`config.mk`:
```
export PLATFORM = sky130hd
export DESIGN_NAME = servo_pwm_bank
export DESIGN_NICKNAME = d
export VERILOG_FILES = /design/src/rtl/servo_pkg.sv /design/src/rtl/servo_frame_timer.sv /design/src/rtl/servo_pwm_bank.sv
export SDC_FILE = /design/constraint.sdc
export NUM_CORES = 1
export LEC_CHECK = 0
export CORE_MARGIN = 2
export CORE_UTILIZATION = 60
export DETAILED_ROUTE_END_ITERATION = 16
export GPL_ROUTABILITY_DRIVEN = 0
export GPL_TIMING_DRIVEN = 1
export PLACE_DENSITY_LB_ADDON = 0.25
export SETUP_SLACK_MARGIN = 0.05
export SLEW_MARGIN = 20
export SYNTH_ARGS = -nofsm -noshare
export SYNTH_HDL_FRONTEND = slang
export SYNTH_SLANG_ARGS = --single-unit
```
`constraint.sdc`:
```
create_clock -name clock -period 2.5 [get_ports clock]
set_input_delay 0.375 -clock clock [delete_from_list [all_inputs] [get_ports clock]]
set_output_delay 0.375 -clock clock [all_outputs]
set_load 0.01 [all_outputs]
```
`src/rtl/servo_pkg.sv`:
```
// Shared constants and helpers for the servo PWM bank: divider and counter
// sizing, the power-on centre duty, and the slew-limited step toward a target.
package servo_pkg;

  // Widest supported duty word (16 bits) plus one bit of headroom.
  localparam int STEP_W = 17;

  function automatic int calc_div(input int clk_hz, input int tick_hz);
    return (clk_hz / tick_hz < 1) ? 1 : clk_hz / tick_hz;
  endfunction

  function automatic int cnt_width(input int n);
    return (n <= 1) ? 1 : $clog2(n);
  endfunction

  function automatic int centre_duty(input int duty_w);
    return 1 << (duty_w - 1);
  endfunction

  // A max_step of zero means the active duty jumps straight to the target.
  function automatic logic [STEP_W-1:0] step_toward(input logic [STEP_W-1:0] cur,
                                                    input logic [STEP_W-1:0] tgt,
                                                    input logic [STEP_W-1:0] max_step);
    logic [STEP_W-1:0] diff;
    if (max_step == '0) return tgt;
    diff = (tgt > cur) ? tgt - cur : cur - tgt;
    if (diff > max_step) diff = max_step;
    return (tgt > cur) ? cur + diff : cur - diff;
  endfunction

endpackage

```
`src/rtl/servo_frame_timer.sv`:
```
// Tick divider and PWM frame counter; boundary marks the last tick of a frame.
module servo_frame_timer import servo_pkg::*; #(
  parameter int DIV         = 390,
  parameter int FRAME_TICKS = 2560,
  parameter int FW          = cnt_width(FRAME_TICKS)
) (
  input  logic          clock,
  input  logic          reset_n,
  output logic [FW-1:0] fcnt,
  output logic          tick,
  output logic          boundary
);

  localparam int DVW = cnt_width(DIV);

  logic [DVW-1:0] div_cnt;

  assign tick     = (div_cnt == DVW'(DIV - 1));
  assign boundary = tick && (fcnt == FW'(FRAME_TICKS - 1));

  always_ff @(posedge clock) begin
    if (!reset_n) begin
      div_cnt <= '0;
      fcnt    <= '0;
    end else begin
      div_cnt <= tick ? '0 : div_cnt + 1'b1;
      if (tick) fcnt <= boundary ? '0 : fcnt + 1'b1;
    end
  end

endmodule

```
`src/rtl/servo_pwm_bank.sv`:
```
// Multi-channel servo PWM bank: double-buffered duties and enables that move to
// the active set only at frame boundaries, with optional per-frame slew limit.
module servo_pwm_bank import servo_pkg::*; #(
  parameter int CHANNELS    = 4,
  parameter int CLK_HZ      = 50000000,
  parameter int TICK_HZ     = 128000,
  parameter int FRAME_TICKS = 2560,
  parameter int DUTY_W      = 8,
  parameter int MIN_TICKS   = 128,
  parameter int MAX_STEP    = 0,
  parameter int AW          = (CHANNELS > 1) ? $clog2(CHANNELS) : 1
) (
  input  logic                clock,
  input  logic                reset_n,
  input  logic                wr_en,
  input  logic [AW-1:0]       wr_addr,
  input  logic [DUTY_W-1:0]   wr_data,
  input  logic                en_we,
  input  logic [CHANNELS-1:0] en_data,
  output logic [CHANNELS-1:0] pwm_out,
  output logic                frame_start,
  output logic                settled
);

  localparam int DIV = calc_div(CLK_HZ, TICK_HZ);
  localparam int FW  = cnt_width(FRAME_TICKS);
  localparam int CW  = ((FW > DUTY_W + 1) ? FW : DUTY_W + 1) + 1;
  localparam logic [DUTY_W-1:0] CENTRE = DUTY_W'(centre_duty(DUTY_W));

  generate
    if (MIN_TICKS + (1 << DUTY_W) - 1 >= FRAME_TICKS) begin : g_bad_frame
      $error("servo_pwm_bank: longest pulse does not fit inside a frame");
    end
    if (CHANNELS < 1 || CHANNELS > 16) begin : g_bad_channels
      $error("servo_pwm_bank: CHANNELS must be 1..16");
    end
    if (DUTY_W < 1 || DUTY_W > 16) begin : g_bad_duty_w
      $error("servo_pwm_bank: DUTY_W must be 1..16");
    end
  endgenerate

  logic [FW-1:0]       fcnt;
  logic                tick_unused;
  logic                boundary;
  logic [CHANNELS-1:0] shadow_en;
  logic [CHANNELS-1:0] active_en;
  logic [CHANNELS-1:0] same;

  servo_frame_timer #(
    .DIV         (DIV),
    .FRAME_TICKS (FRAME_TICKS),
    .FW          (FW)
  ) u_timer (
    .clock    (clock),
    .reset_n  (reset_n),
    .fcnt     (fcnt),
    .tick     (tick_unused),
    .boundary (boundary)
  );

  always_ff @(posedge clock) begin
    if (!reset_n) begin
      shadow_en   <= '0;
      active_en   <= '0;
      frame_start <= 1'b0;
      settled     <= 1'b1;
    end else begin
      if (boundary) active_en <= shadow_en;
      if (en_we) shadow_en <= en_data;
      frame_start <= boundary;
      settled     <= &same;
    end
  end

  // The boundary update reads shadow before this edge's write lands, so a
  // write in the boundary cycle waits for the following frame.
  for (genvar i = 0; i < CHANNELS; i++) begin : g_ch
    logic [DUTY_W-1:0] shadow;
    logic [DUTY_W-1:0] active;
    logic [DUTY_W-1:0] next_active;
    logic [CW-1:0]     limit;
    logic              pulse;

    assign next_active = DUTY_W'(step_toward(STEP_W'(active), STEP_W'(shadow),
                                             STEP_W'(MAX_STEP)));
    assign limit       = CW'(MIN_TICKS) + CW'(active);
    assign same[i]     = (active == shadow);
    assign pwm_out[i]  = pulse;

    always_ff @(posedge clock) begin
      if (!reset_n) begin
        shadow <= CENTRE;
        active <= CENTRE;
        pulse  <= 1'b0;
      end else begin
        if (boundary) active <= next_active;
        if (wr_en && wr_addr == AW'(i)) shadow <= wr_data;
        pulse <= active_en[i] && (CW'(fcnt) < limit);
      end
    end
  end

endmodule

```
Yosys cells after proc, flatten, opt, wreduce, memory -nomap -nowiden
Cells that the tools add are included. W data, S select, Z words.

$add $sub $neg: 6. Multiply operators: 0. Div/mod/pow operators: 0. $lt $le $gt $ge: 4. Equality and inequality tests: 9. Shift operators: 0. Mux-type cells: 1. Bitwise operators: 1. Reduce and logical (&&, ||, !) cells: 12.

Operators by type and width (number): $lt A12 B9 Y1 (4); $add A8 B8 Y9 const A (4); $eq A8 B8 Y1 (4); $add A12 B1 Y12 const B (1); $eq A12 B12 Y1 const B (1); $mux W12 (1); $add A9 B1 Y9 const B (1); $eq A9 B9 Y1 const B (1); $logic_and A1 B1 Y1 (9); $eq A2 B2 Y1 const B (2); $reduce_and A4 Y1 (1); $eq A2 B1 Y1 const B (1); $logic_not A2 Y1 (1); $reduce_or A2 Y1 (1); $not A1 Y1 (1).

Flip-flop bits (word level): 99. Bits in latches: 0. Memory bits (writable): 0. Bits in read-only memories: 0. Input port bits: 18. Output and inout bits: 6. Logic and storage cells: 51. Memories: 0.

Longest topological paths before layout
Depth in word-level cells: 3. Gate-level depth with buffers: 10. Depth with buffers taken out: 8.

By module
A second synthesis with hierarchy kept.

Cells, all modules: 532. Area, all modules: 5019.8 um^2.

Modules (own cells, without submodules): servo_pwm_bank (instances 1, cells an instance 420, area each 4015.1 um^2, seq. area each 1561.5 um^2); servo_frame_timer (instances 1, cells an instance 112, area each 1004.7 um^2, seq. area each 420.4 um^2).

Least setup slack after synthesis
OpenSTA, ideal clock, no wires.

Path kind: flip-flop to flip-flop. Start point: reg u_timer.div_cnt[0]. End point: reg g_ch[0].active[7]. Library setup time: 0.140 ns. Arrival time: 1.686 ns. Data required time: 2.360 ns. Path slack: 0.674 ns. Stages on the path, launching flop included: 9. Buffers on the path: 2. Clock period less this slack: 1.826 ns. Path through: dfxtp_1 ha_1 and4bb_2 nand3_1 nor2_1 and4_4 buf_6 buf_2 o211ai_1.

Longest elaborated chain between the ends: 2.

RTL lines: from (decl) (RTL line servo_frame_timer.sv:16) `logic [DVW-1:0] div_cnt;`; from (signal assigned) (RTL line servo_frame_timer.sv:26) `div_cnt <= tick ? '0 : div_cnt + 1'b1;`; $eq A9 B9 Y1 (RTL line servo_frame_timer.sv:18) `assign tick = (div_cnt == DVW'(DIV - 1));`; $logic_and A1 B1 Y1 (RTL line servo_frame_timer.sv:19) `assign boundary = tick && (fcnt == FW'(FRAME_TICKS - 1));`; to (signal assigned) (RTL line servo_pwm_bank.sv:96) `if (boundary) active <= next_active;`; to (decl) (RTL line servo_pwm_bank.sv:79) `logic [DUTY_W-1:0] active;`.

No other way between the ends. A chain may end at the register's enable or synchronous reset.

Worst setup path in the final report
Start point: reg u_timer.div_cnt[0]. End point: reg g_ch[2].active[6].

Longest elaborated chain between the ends: 2.

RTL lines (RTL line): $eq A9 B9 Y1 (servo_frame_timer.sv:18); $logic_and A1 B1 Y1 (servo_frame_timer.sv:19); to (signal assigned) (servo_pwm_bank.sv:96); to (decl) (servo_pwm_bank.sv:79).

No other way between the ends.

==> results.yml <==
clocking:
  clk_latency_ns: 0.37
  cts_root_buf: "clkbuf_8"
  cts_resized: 0
  cts.sinks: 99
  post-cts-setup-buffers: 0
  numCtsBuffers: 9
  cts_htree_levels: 3
  clockBufferDepth: 2
  postCtsHoldBufs: 0
  path_clk_slew_ns: 0.09
  cts_tree: "built"
floorplanning:
  die_area_sq_um: 8866
  rows: 32
  start_util_pct: 62.47
  die_w_microns: 94.16
  io_pins: 24
  die_h_microns: 94.16
  coreArea_sq_um: 7807
power_and_ir_drop:
  ir_drop_uv: 394.6
  pwr-share-seq_pct: 55.5
  p_leak_nw: 2.251
  switching_share_pct: 22.42
  finalPower_mw: 2.934
  powerDensity_nw_per_um2: 547.5
  p_switching_mw: 0.6578
  clockPowerShare_pct: 38.5
  internal_power_mw: 2.276
  share_comb_of_total_power_pct: 6.1
critical_path:
  critical_path.slowest_cell: "dfxtp_1"
  path_cells: "ha_1 > and4bb_2 > nand3_1 > nor2_1 > and4_4 > buf_12 > nand3_1 > o21ai_1"
  end_kind: "flip-flop"
  critPathArrivalTime_ns: 2.34
  cp_slowest_stage_delay_ns: 0.41
  crit_family: "simple AND/OR/NAND/NOR gates"
  worstSetupPathType: "flip-flop to flip-flop"
  cp.required_ns: 2.80
  start_kind: "flip-flop"
  worstPathMaxFanout: 47
  critPathBufInv: 1
  crit_path_frequent_cell: "nand3_1"
timing:
  period_share_pct: 81.57
  setup_violations: 0
  setup_slack_ns: 0.4608
  slew_viol_final: 0
  worst_slew_pin_slew_ns: 0.7788
  rsz0062_at_grt: "false"
  skew_ns: 0.007886
  setup_tns_ns: 0
  fmax_mhz: 490.4
  worst_hold_slack_ns: 0.4591
  slew_headroom_pct: 47.35
  hold_viol: 0
  finalCriticalPeriod_ns: 2.039
routing:
  routed_via_density: 5.499
  antenna_left: 0
  routed_wl_mm: 10.24
  dr.pass1.iters: 4
  dr_total_vias: 3745
  drt_iter0_drc: 243
  wl_per_cell_microns: 15.04
  drcViolationCount: 0
synth:
  seq_area_frac_synth_pct: 40.64
  synth_area_sq_um: 4877
  syn_area_per_cell_sq_um: 8.647
  synthCells: 564
  synthTopCellsByArea: "dfxtp_1 41%, ha_1 9.0%, xor2_1 7.2%"
  synthFlopType: "dfxtp_1"
  async_flop_share_pct: 0
  synth_cell_types: 36
  yosys.area.top_type: "dfxtp_1"
  synth_commonest_cells: "99 x dfxtp_1, 85 x nand2_1, 45 x nand3_1"
  ys_seq_elements: 99
  synth_top_area_share_pct: 40.64
  synth_nets: 617
  synth-warning-count: 0
  synth_most_common_cell: "dfxtp_1"
  synth_enable_flop_cells: 0
global_route:
  grt_pass1_wl_mm: 17.16
  grt.total_usage_pct: 25.17
  antenna_found_initial: 0
  grt_max_degree: 84
  first_global_vias: 3594
  overflow: 0
cells_and_area:
  instances_no_fill: 681
  drive_gt1_share_pct: 4.318
  area_growth_pct: 9.877
  fin_nets: 627
  diodes: 0
placement:
  pre_cts_ws_ns: 0.5038
  dpl.hpwl_mm: 7.254
  dpl.cell_count: 665
  io_buffers: 23
min_path:
  hold_path_class: "flip-flop to flip-flop"
outcome:
  outcome: "finished, final reports clean"
flow_run:
  drv_cap: 0
metal layers:
layer,vias up,track usage [%],part of all wire [%]
met5,-,0,0
met4,0,10.51,1.4
met2,64,40.89,49
met1,1753,33.75,45
met3,12,3.210,5.1
li1,1916,-,-
tightest hold or removal path, stage by stage, from the launching register on:
cell and delay [ns]:
dfxtp_1 0.32, nand2_1 0.06, o21ai_1 0.05
through the flow:
step                      instance area (sq um)  utilization, %
after global routing                       5359           68.64
final                                      5359           68.64
after floorplan                            4877               -
after detailed placement                   5140           65.83
after global placement                     5140           65.83
after CTS                                  5359           68.64
power groups by stage:
stage | clock network (mW) | logic, mW | registers [mW]
after floorplan | 0 | 0.106 | 1.66
after global placement | 0 | 0.172 | 1.66
after detailed placement | 0 | 0.176 | 1.66
after CTS | 1.15 | 0.177 | 1.63
after global routing | 1.20 | 0.194 | 1.63
final | 1.13 | 0.178 | 1.63
cells in the final DEF, fill, tap and decap left out, types with 10 or more instances in the layout:
master and count:
a21boi_1 15, a21oi_1 13, clkbuf_8 10, clkdlybuf4s50_1 22
dfxtp_1 99, ha_1 35, inv_1 30, mux2i_1 20
nand2_1 85, nand3_1 45, nor2_1 25, nor2b_1 21
o21ai_1 40, xor2_1 40
final cells by class:
class	count	area (sq um)
inverter	30	112.6
clock buffer	12	145.1
tap	102	127.6
fill	670	2449
timing repair buffer	30	302.8
clock inverter	4	73.82
multi-input combinational	404	2615
sequential	99	1982
worst paths after layout:
| path | from | to | slack, ns | cells past startpoint |
|---|---|---|---|---|
| max | u_timer.div_cnt[0]$_SDFF_PP0_ | g_ch[2].active[6]$_SDFFE_PN0P_ | 0.46 | 8 |
| max reg2reg | u_timer.div_cnt[0]$_SDFF_PP0_ | g_ch[2].active[6]$_SDFFE_PN0P_ | 0.46 | 8 |
| min reg2reg | active_en[1]$_SDFFE_PN0P_ | active_en[1]$_SDFFE_PN0P_ | 0.46 | 2 |
| min | active_en[1]$_SDFFE_PN0P_ | active_en[1]$_SDFFE_PN0P_ | 0.46 | 2 |
cells by family (layout without fill, tap and decap cells):
kind of cell	after synthesis	in the layout	synth area share (%)
compound gates	83	83	10.06
xor+xnor	48	48	8.620
fa+ha+maj	35	35	8.979
buf+inv	61	76	5.746
flops	99	99	40.64
mux	20	20	4.105
simple gates	218	218	21.86
flip-flops by register name, indices dropped and copies added, names as in the netlist:
signal,flops
u_timer.fcnt,12
active_en,4
settled,1
g_ch.active,32
frame_start,1
shadow_en,4
g_ch.next_active,32
g_ch.pulse,4
u_timer.div_cnt,9
Note: power is estimated with default switching activity, not from simulation.
